--- src/rtl/reg_bank_flags_pkg.sv ---
// Shared datapath constants: default operand width, register-file address width
// and the hardwired-zero register address.
package reg_bank_flags_pkg;

   localparam int WIDTH_DEF  = 4;
   localparam int ADDR_W_DEF = 4;
   localparam int ZERO_REG   = 0;

endpackage

--- src/rtl/reg_bank_flags_flag_reg.sv ---
// Enabled multi-bit register with async active-low reset; holds ALU condition
// flags here and is shared with the control unit for its condition latch.
module flag_reg #(
   parameter int W = 3
) (
   input  logic         clk,
   input  logic         rst_n,
   input  logic         en_i,
   input  logic [W-1:0] d_i,
   output logic [W-1:0] q_o
);

   logic [W-1:0] flags_q;
   logic [W-1:0] flags_d;

   always_comb begin
      flags_d = flags_q;
      if (en_i) flags_d = d_i;
   end

   always_ff @(posedge clk or negedge rst_n) begin
      if (!rst_n) flags_q <= '0;
      else        flags_q <= flags_d;
   end

   assign q_o = flags_q;

endmodule

--- src/rtl/reg_bank_flags.sv ---
// Operand register bank (R0 hardwired to zero, two combinational read ports,
// no write bypass) plus the zero/carry/sign flag register.
module reg_bank_flags
   import reg_bank_flags_pkg::*;
#(
   parameter int WIDTH  = WIDTH_DEF,
   parameter int ADDR_W = ADDR_W_DEF
) (
   input  logic              clk,
   input  logic              reset,
   input  logic              we3,
   input  logic [ADDR_W-1:0] wa3,
   input  logic [WIDTH-1:0]  wd3,
   input  logic [ADDR_W-1:0] ra1,
   input  logic [ADDR_W-1:0] ra2,
   output logic [WIDTH-1:0]  rd1,
   output logic [WIDTH-1:0]  rd2,
   input  logic              flags_we,
   input  logic              zero_in,
   input  logic              carry_in,
   input  logic              sign_in,
   output logic              zero_q,
   output logic              carry_q,
   output logic              sign_q
);

   localparam int NREGS = 2**ADDR_W;

   // No storage for R0: the array starts at index 1.
   logic [WIDTH-1:0] regs_q [1:NREGS-1];
   logic [WIDTH-1:0] regs_d [1:NREGS-1];
   logic [2:0]       flags_q;

   always_comb begin
      for (int i = ZERO_REG + 1; i < NREGS; i++) begin
         regs_d[i] = regs_q[i];
         if (we3 && (wa3 == ADDR_W'(i))) regs_d[i] = wd3;
      end
   end

   always_ff @(posedge clk or negedge reset) begin
      if (!reset) begin
         for (int i = ZERO_REG + 1; i < NREGS; i++) regs_q[i] <= '0;
      end else begin
         for (int i = ZERO_REG + 1; i < NREGS; i++) regs_q[i] <= regs_d[i];
      end
   end

   always_comb begin
      rd1 = '0;
      rd2 = '0;
      for (int i = ZERO_REG + 1; i < NREGS; i++) begin
         if (ra1 == ADDR_W'(i)) rd1 = regs_q[i];
         if (ra2 == ADDR_W'(i)) rd2 = regs_q[i];
      end
   end

   flag_reg #(.W(3)) u_flag_reg (
      .clk   (clk),
      .rst_n (reset),
      .en_i  (flags_we),
      .d_i   ({zero_in, carry_in, sign_in}),
      .q_o   (flags_q)
   );

   assign {zero_q, carry_q, sign_q} = flags_q;

endmodule

--- config.mk ---
export PLATFORM = sky130hd
export DESIGN_NAME = reg_bank_flags
export DESIGN_NICKNAME = d
export VERILOG_FILES = /design/src/rtl/reg_bank_flags_pkg.sv /design/src/rtl/reg_bank_flags_flag_reg.sv /design/src/rtl/reg_bank_flags.sv
export SDC_FILE = /design/constraint.sdc
export NUM_CORES = 1
export LEC_CHECK = 0
export CAP_MARGIN = 20
export CORE_MARGIN = 3
export CORE_UTILIZATION = 30
export DETAILED_ROUTE_END_ITERATION = 8
export SETUP_SLACK_MARGIN = 0.2
export SYNTH_ARGS = -nofsm -noshare
export SYNTH_HDL_FRONTEND = slang
export SYNTH_SLANG_ARGS = --single-unit
--- constraint.sdc ---
create_clock -name clk -period 3.7 [get_ports clk]
set_input_delay 0.74 -clock clk [delete_from_list [all_inputs] [get_ports clk]]
set_output_delay 0.74 -clock clk [all_outputs]
set_load 0.05 [all_outputs]
==> impl_metrics.yaml, run 1 <==
critical_path:
  rr_worst_depth: 1
  crit_path_max_fanout: 27
  crit_required_ns: 2.96
  cp-startpoint: "ra1[0]"
  crit_type: "input port to output pin"
  r2r-start: "regs_q[2]$_DFFE_PN0P_"
  crit_path_end_kind: "output pin"
  worstPathArrival_ns: 2.71
  critPathLaunchType: "input port"
logic_synthesis:
  ys_top_cells_by_area: "dfrtp_1 44%, mux2_2 23%, mux4_2 6.3%"
  synthSimpleGateAreaFrac: 0.0893
  yosysTopAreaCell: "dfrtp_1"
  ys.flop_type: "dfrtp_1"
  syn_nets: 308
  syn_area_mm2: 0.00360
  synth_fa_ha_area_frac: 0
  yosysUniqueCellTypes: 42
  synthCells: 285
  yosysWarnings: 0
  synth_edf_count: 0
  netlist.area_leader.share: 0.438
  synth-async-reset-ratio: 1.00
  synth_top_family_by_area: "multiplexers"
  synthMuxAreaShare: 0.360
  ys_ff_latch: 63
  synth_compound_area_frac: 0.0816
  yosysSeqAreaShare: 0.438
  synth-xor-area-share: 0
  avgSynthCellArea_um2: 12.6
global_routing:
  antenna_found_initial: 0
  grt_pass1_vias: 2675
  grt_pass1_wl_mm: 14.9
  track_usage: 0.147
  grt_max_degree: 33
  overflow: 0
pwr:
  total_power_mw: 2.54
  ir_drop_mv: 0.240
  p_leak_nw: 1.82
  power_density_mw_per_mm2: 572
route:
  drtIter0Drc: 145
  drc_errors: 0
  via_per_inst: 5.37
  wl_met2_mm: 4.10
  dr_wl_met3_um: 552
  ant_nets: 0
  num_vias: 2510
  dr.max_layer_used: "met4"
  wire_per_inst_um: 19.4
  wirelength_mm: 9.07
  wl_met1_mm: 4.24
  drt_first_pass_iters: 4
placed_design:
  gp_congestion: 0.852
  dp_hpwl_mm: 6.68
  portBuffers: 33
clock_network:
  clk_latency_ns: 0.33
  cts.clk_slew.worst_paths_ns: 0.05
  cts_max_level: 3
  cts_num_sinks: 63
  postCtsResizedCells: 0
  cts_root_buffer: "clkbuf_16"
  post-cts-setup-buffer-count: 0
  cts_hold_buf: 0
  clockBufferDepth: 2
  cts_tree: "done"
  cts_made_buffers: 9
final_layout:
  layout.nets: 342
  area_growth_pct: 23.5
  final_common_cell: "mux2_2"
  diodes: 0
  layout_common_cells: "72 x mux2_2, 63 x dfrtp_1, 23 x clkdlybuf4s50_1"
  drive_above_1_share: 0.364
timing:
  slew_headroom: 0.496
  tns_ns: 0
  max_slew.worst_pin.slew_ns: 0.755
  fmax_mhz: 290
  hold_viol_final: 0
  post-route-min-period_ns: 3.45
  setup_viol: 0
  fin_crit_sh: 0.931
  rsz0062_at_grt: "no"
  finalMaxSlewViolations: 0
  fin_skew_ns: 0
floorplanning:
  die_w_um: 116
  core_mm2: 0.0116
  rows: 39
  io_pins: 34
  initial_core_util: 0.311
  die-area_mm2: 0.0134
  die_y_um: 116
flow_run:
  maxCapViolCount: 0
run_status:
  outcome: "complete, no violations"
hold_path:
  hp-class: "input port to async pin"
[layer usage]
metal | track usage | vias to the layer above
met4 | 0.0603 | 0
met5 | 0 | -
met3 | 0.0350 | 14
met1 | 0.203 | 1275
met2 | 0.224 | 59
li1 | - | 1162
[final timing paths]
check | end | slack, ns
worst min register to register | u_flag_reg.q_o[2]$_DFFE_PN0P_ | 0.51
worst max-delay path | rd1[3] | 0.25
min in group clk | u_flag_reg.q_o[2]$_DFFE_PN0P_ | 0.51
worst min-delay path | regs_q[0]$_DFFE_PN0P_ | 0.47
max in group asynchronous | regs_q[47]$_DFFE_PN0P_ | 2.33
worst max register to register | regs_q[2]$_DFFE_PN0P_ | 2.90
[worst max-delay path: stages]
cell and delay, ns:
clkdlybuf4s50_1 0.50, buf_12 0.19, mux4_1 0.56, mux4_2 0.50, buf_4 0.21
[stage by stage]
stage / setup WS, ns / hold WS, ns / utilization / instance area, um2 / cells
floorplan: 0.543 / 0.444 / - / 3600 / 285
global placement: 0.245 / 0.501 / 0.354 / 4100 / 451
detailed placement: 0.242 / 0.496 / 0.354 / 4100 / 451
CTS: 0.242 / 0.496 / 0.384 / 4450 / 467
global route: 0.203 / 0.523 / 0.385 / 4450 / 467
finish: 0.255 / 0.471 / 0.385 / 4450 / 467
[layout make-up]
class                   instances  area (um2)
fillers                      1084        7120
multi-input cells             200        1910
flip-flops and latches         63        1580
repair buffers                 44         428
clock buffers                  11         243
well taps                     143         179
clock inverters                 5         105
inverters                       1        3.75
[cell families (layout without fill, tap and decap cells)]
| logic type | after synthesis | after routing |
|---|---|---|
| mux | 100 | 100 |
| flops | 63 | 63 |
| compound gates | 42 | 42 |
| simple gates | 58 | 58 |
| buf+inv | 22 | 61 |
[state kept, by name (all words and copies together), names as in the netlist]
register and cells:
regs_q 60, u_flag_reg.q_o 3
[synthesized netlist by cell type, types with 2 or more instances]
master / number
mux2i_1: 13
nor3b_1: 4
a21oi_1: 9
dfrtp_1: 63
nand3b_1: 7
mux4_2: 10
mux2_2: 72
mux4_1: 5
o21ai_0: 7
o31ai_1: 2
or3_1: 3
o32ai_1: 2
buf_2: 6
nand3_1: 5
nor2b_1: 4
a31oi_1: 4
o211ai_1: 3
nor2_1: 16
nand2b_1: 7
buf_1: 4
clkbuf_1: 8
a22o_1: 4
nand2_1: 7
a221oi_1: 2
[where the power goes]
part	internal (mW)	switching [mW]	total, mW	leakage (nW)
Clock	0.676	0.309	0.985	0.162
Combinational	0.321	0.260	0.581	0.891
Sequential	0.847	0.129	0.977	0.771
Note: power is estimated with default switching activity, not from simulation.
==> run 2: changes to the inputs <==
--- a/config.mk
+++ b/config.mk
@@ -5,7 +5,6 @@
 export SDC_FILE = /design/constraint.sdc
 export NUM_CORES = 1
 export LEC_CHECK = 0
-export CAP_MARGIN = 20
 export CORE_MARGIN = 3
 export CORE_UTILIZATION = 30
 export DETAILED_ROUTE_END_ITERATION = 8
==> results of run 2 <==
Same layout as run 1: the final DEF is identical, and so are final timing and power.
==> run 3: changes to the inputs <==
--- a/config.mk
+++ b/config.mk
@@ -8,7 +8,9 @@
 export CORE_MARGIN = 3
 export CORE_UTILIZATION = 30
 export DETAILED_ROUTE_END_ITERATION = 8
+export MAX_ROUTING_LAYER = met4
 export SETUP_SLACK_MARGIN = 0.2
 export SYNTH_ARGS = -nofsm -noshare
 export SYNTH_HDL_FRONTEND = slang
+export SYNTH_HIERARCHICAL = 1
 export SYNTH_SLANG_ARGS = --single-unit
==> run 3 against run 2 <==
Fmax grew 2.1%. Non-clock buffer count up 5. Combinational power barely moved. Critical endpoint is now rd2[3]. Utilization fell by 0.46 points. Largest cell class unchanged. Critical path type unchanged. Clock skew is the same. Global-route usage is essentially flat.
==> impl_metrics.yaml, run 3 <==
run_status:
  outcome: "complete, no violations"
critical_path:
  crit_path_max_fanout: 32
  crit_required_ns: 2.96
  crit_path_end_kind: "output pin"
  cp_cell_sequence: "clkdlybuf4s50_1 > buf_12 > mux2_2 > a221oi_1 > a21oi_1 > o22ai_1 > a21oi_1 > buf_4"
  path_buf_inv: 3
  critPathLaunchType: "input port"
  worstPathArrival_ns: 2.64
  rr_worst_depth: 1
  critPathSlowestCell: "clkdlybuf4s50_1"
  r2r_end: "regs_q[13]$_DFFE_PN0P_"
  rrSetupSlack_ns: 2.88
  crit_type: "input port to output pin"
  crit_path_max_incr_delay_ns: 0.50
  r2r-start: "regs_q[13]$_DFFE_PN0P_"
  crit_family: "buffers and inverters"
  crit_top_cell: "a21oi_1"
timing:
  fin_skew_ns: 0
  rsz0062_at_grt: "yes"
  fmax_mhz: 296
  finalMaxSlewViolations: 0
  post-route-min-period_ns: 3.38
  fin_crit_sh: 0.912
  setup_viol: 0
  whs_ns: 0.466
  hold_viol_final: 0
  slew_headroom: 0.521
  max_slew.worst_pin.slew_ns: 0.719
  tns_ns: 0
final_layout:
  multi_input_area_mm2: 0.00200
  final_common_cell: "mux2_2"
  layout.nets: 400
  area_growth_pct: 23.3
  drive_above_1_share: 0.312
  layout_common_cells: "73 x mux2_2, 63 x dfrtp_1, 22 x nor2_1"
  largest_register: "regs_q"
  largest_register_ffs: 60
  regArea_mm2: 0.00158
  diodes: 0
  n_fill_cell: 1176
route:
  ant_nets: 0
  wire_per_inst_um: 17.5
  drc_errors: 0
  wirelength_mm: 9.65
  drtIter0Drc: 250
  num_vias: 2925
  drt_first_pass_iters: 5
  via_per_inst: 5.32
flow_run:
  maxCapViolCount: 0
logic_synthesis:
  avgSynthCellArea_um2: 10.8
  yosysWarnings: 6
  yosysUniqueCellTypes: 44
  yosysTopAreaCell: "dfrtp_1"
  synth_edf_count: 0
  synth.most_common_cell: "mux2_2"
  ys.flop_type: "dfrtp_1"
  syn_nets: 367
  yosysSeqAreaShare: 0.424
  synthCells: 344
  ys_top_cells_by_area: "dfrtp_1 42%, mux2_2 22%, mux2i_1 4.3%"
  netlist.area_leader.share: 0.424
  yosys-top-cells-count: "73 x mux2_2, 63 x dfrtp_1, 22 x nor2_1, 22 x o21ai_0"
  synth-async-reset-ratio: 1.00
  ys_ff_latch: 63
  syn_area_mm2: 0.00372
clock_network:
  post-cts-setup-buffer-count: 0
  cts_num_sinks: 63
  cts_root_buffer: "clkbuf_16"
  cts_max_level: 3
  clockBufferDepth: 2
  clk_latency_ns: 0.32
  cts_tree: "done"
  cts.clk_slew.worst_paths_ns: 0.06
  cts_made_buffers: 9
  cts_hold_buf: 0
  postCtsResizedCells: 1
pwr:
  p_int_mw: 1.63
  pwr-share-comb: 0.250
  power_density_mw_per_mm2: 510
  ir_drop_mv: 0.247
  p_leak_nw: 1.89
  pwr-share-seq: 0.418
  p_clk_frac: 0.332
  p_sw_frac: 0.303
  switching_power_mw: 0.708
global_routing:
  overflow: 0
  grt_pass1_vias: 3013
  grt_pass1_wl_mm: 16.0
  grt_max_degree: 34
  track_usage: 0.147
  antenna_found_initial: 0
floorplanning:
  die_y_um: 117
  rows: 40
  die-area_mm2: 0.0138
  io_pins: 34
  die_w_um: 117
  initial_core_util: 0.308
  core_mm2: 0.0121
hold_path:
  hp-class: "input port to async pin"
placed_design:
  gp_congestion: 0.877
  portBuffers: 33
  dp_hpwl_mm: 7.19
-- run 3: changes by cell type in the layout (fill, tap and decap cells not counted), sizes merged, moves of 4 or more --
| cell | previous run | this run |
|---|---|---|
| buf | 20 | 25 |
| a22oi | 0 | 6 |
| a21oi | 9 | 19 |
| nand2 | 7 | 19 |
| o21ai | 7 | 22 |
| a211oi | 0 | 4 |
| nor2 | 16 | 22 |
| mux4 | 15 | 6 |
| nor3 | 0 | 4 |
-- run 3: kinds of logic after synthesis --
family | synth area share
multiplexers | 0.300
AND/OR/NAND/NOR | 0.110
AO/OA/AOI/OAI | 0.127
flip-flops | 0.424
buffers and inverters | 0.0390
-- run 3: metrics by stage --
step / total power, mW / area, um2 / utilization / std cells / setup slack, ns
finish: 2.34 / 4580 / 0.380 / 550 / 0.324
global route: 2.45 / 4580 / 0.380 / 550 / 0.152
CTS: 2.36 / 4580 / 0.379 / 550 / 0.268
detailed placement: 1.58 / 4300 / 0.356 / 534 / 0.183
global placement: 1.56 / 4300 / 0.356 / 534 / 0.140
floorplan: 1.36 / 3720 / - / 344 / 0.296
-- run 3: power groups by stage --
stage	Combinational (mW)	Clock [mW]	Sequential (mW)
after detailed placement	0.586	0	0.990
after global placement	0.575	0	0.985
after global routing	0.639	0.815	0.998
after floorplan	0.412	0	0.949
after CTS	0.589	0.789	0.977
final	0.584	0.775	0.977
-- run 3: area by class of cell --
class / count / share of cell area
Inverter: 4 / 0.00328
Clock inverter: 5 / 0.00737
Tap cell: 168 / 0.0459
Timing Repair Buffer: 49 / 0.111
Clock buffer: 11 / 0.0530
Multi-Input combinational cell: 250 / 0.436
Sequential cell: 63 / 0.344
-- run 3: routing by layer --
metal | part of all wire | global-route usage
met1 | 0.48 | 0.200
met3 | 0.050 | 0.0294
met5 | 0 | -
met4 | 0.0086 | 0.0308
met2 | 0.47 | 0.229
-- run 3: how the worst max path moves through the flow --
| stage | depth (start not counted) | end | slack (ns) | from |
|---|---|---|---|---|
| after floorplan | 7 | rd1[3] | 0.30 | ra1[0] |
| after global placement | 9 | rd1[3] | 0.14 | ra1[0] |
| after detailed placement | 9 | rd1[3] | 0.18 | ra1[0] |
| after CTS | 9 | rd1[3] | 0.27 | ra1[0] |
| after global routing | 9 | rd1[3] | 0.15 | ra1[1] |
| final | 8 | rd2[3] | 0.32 | ra2[2] |
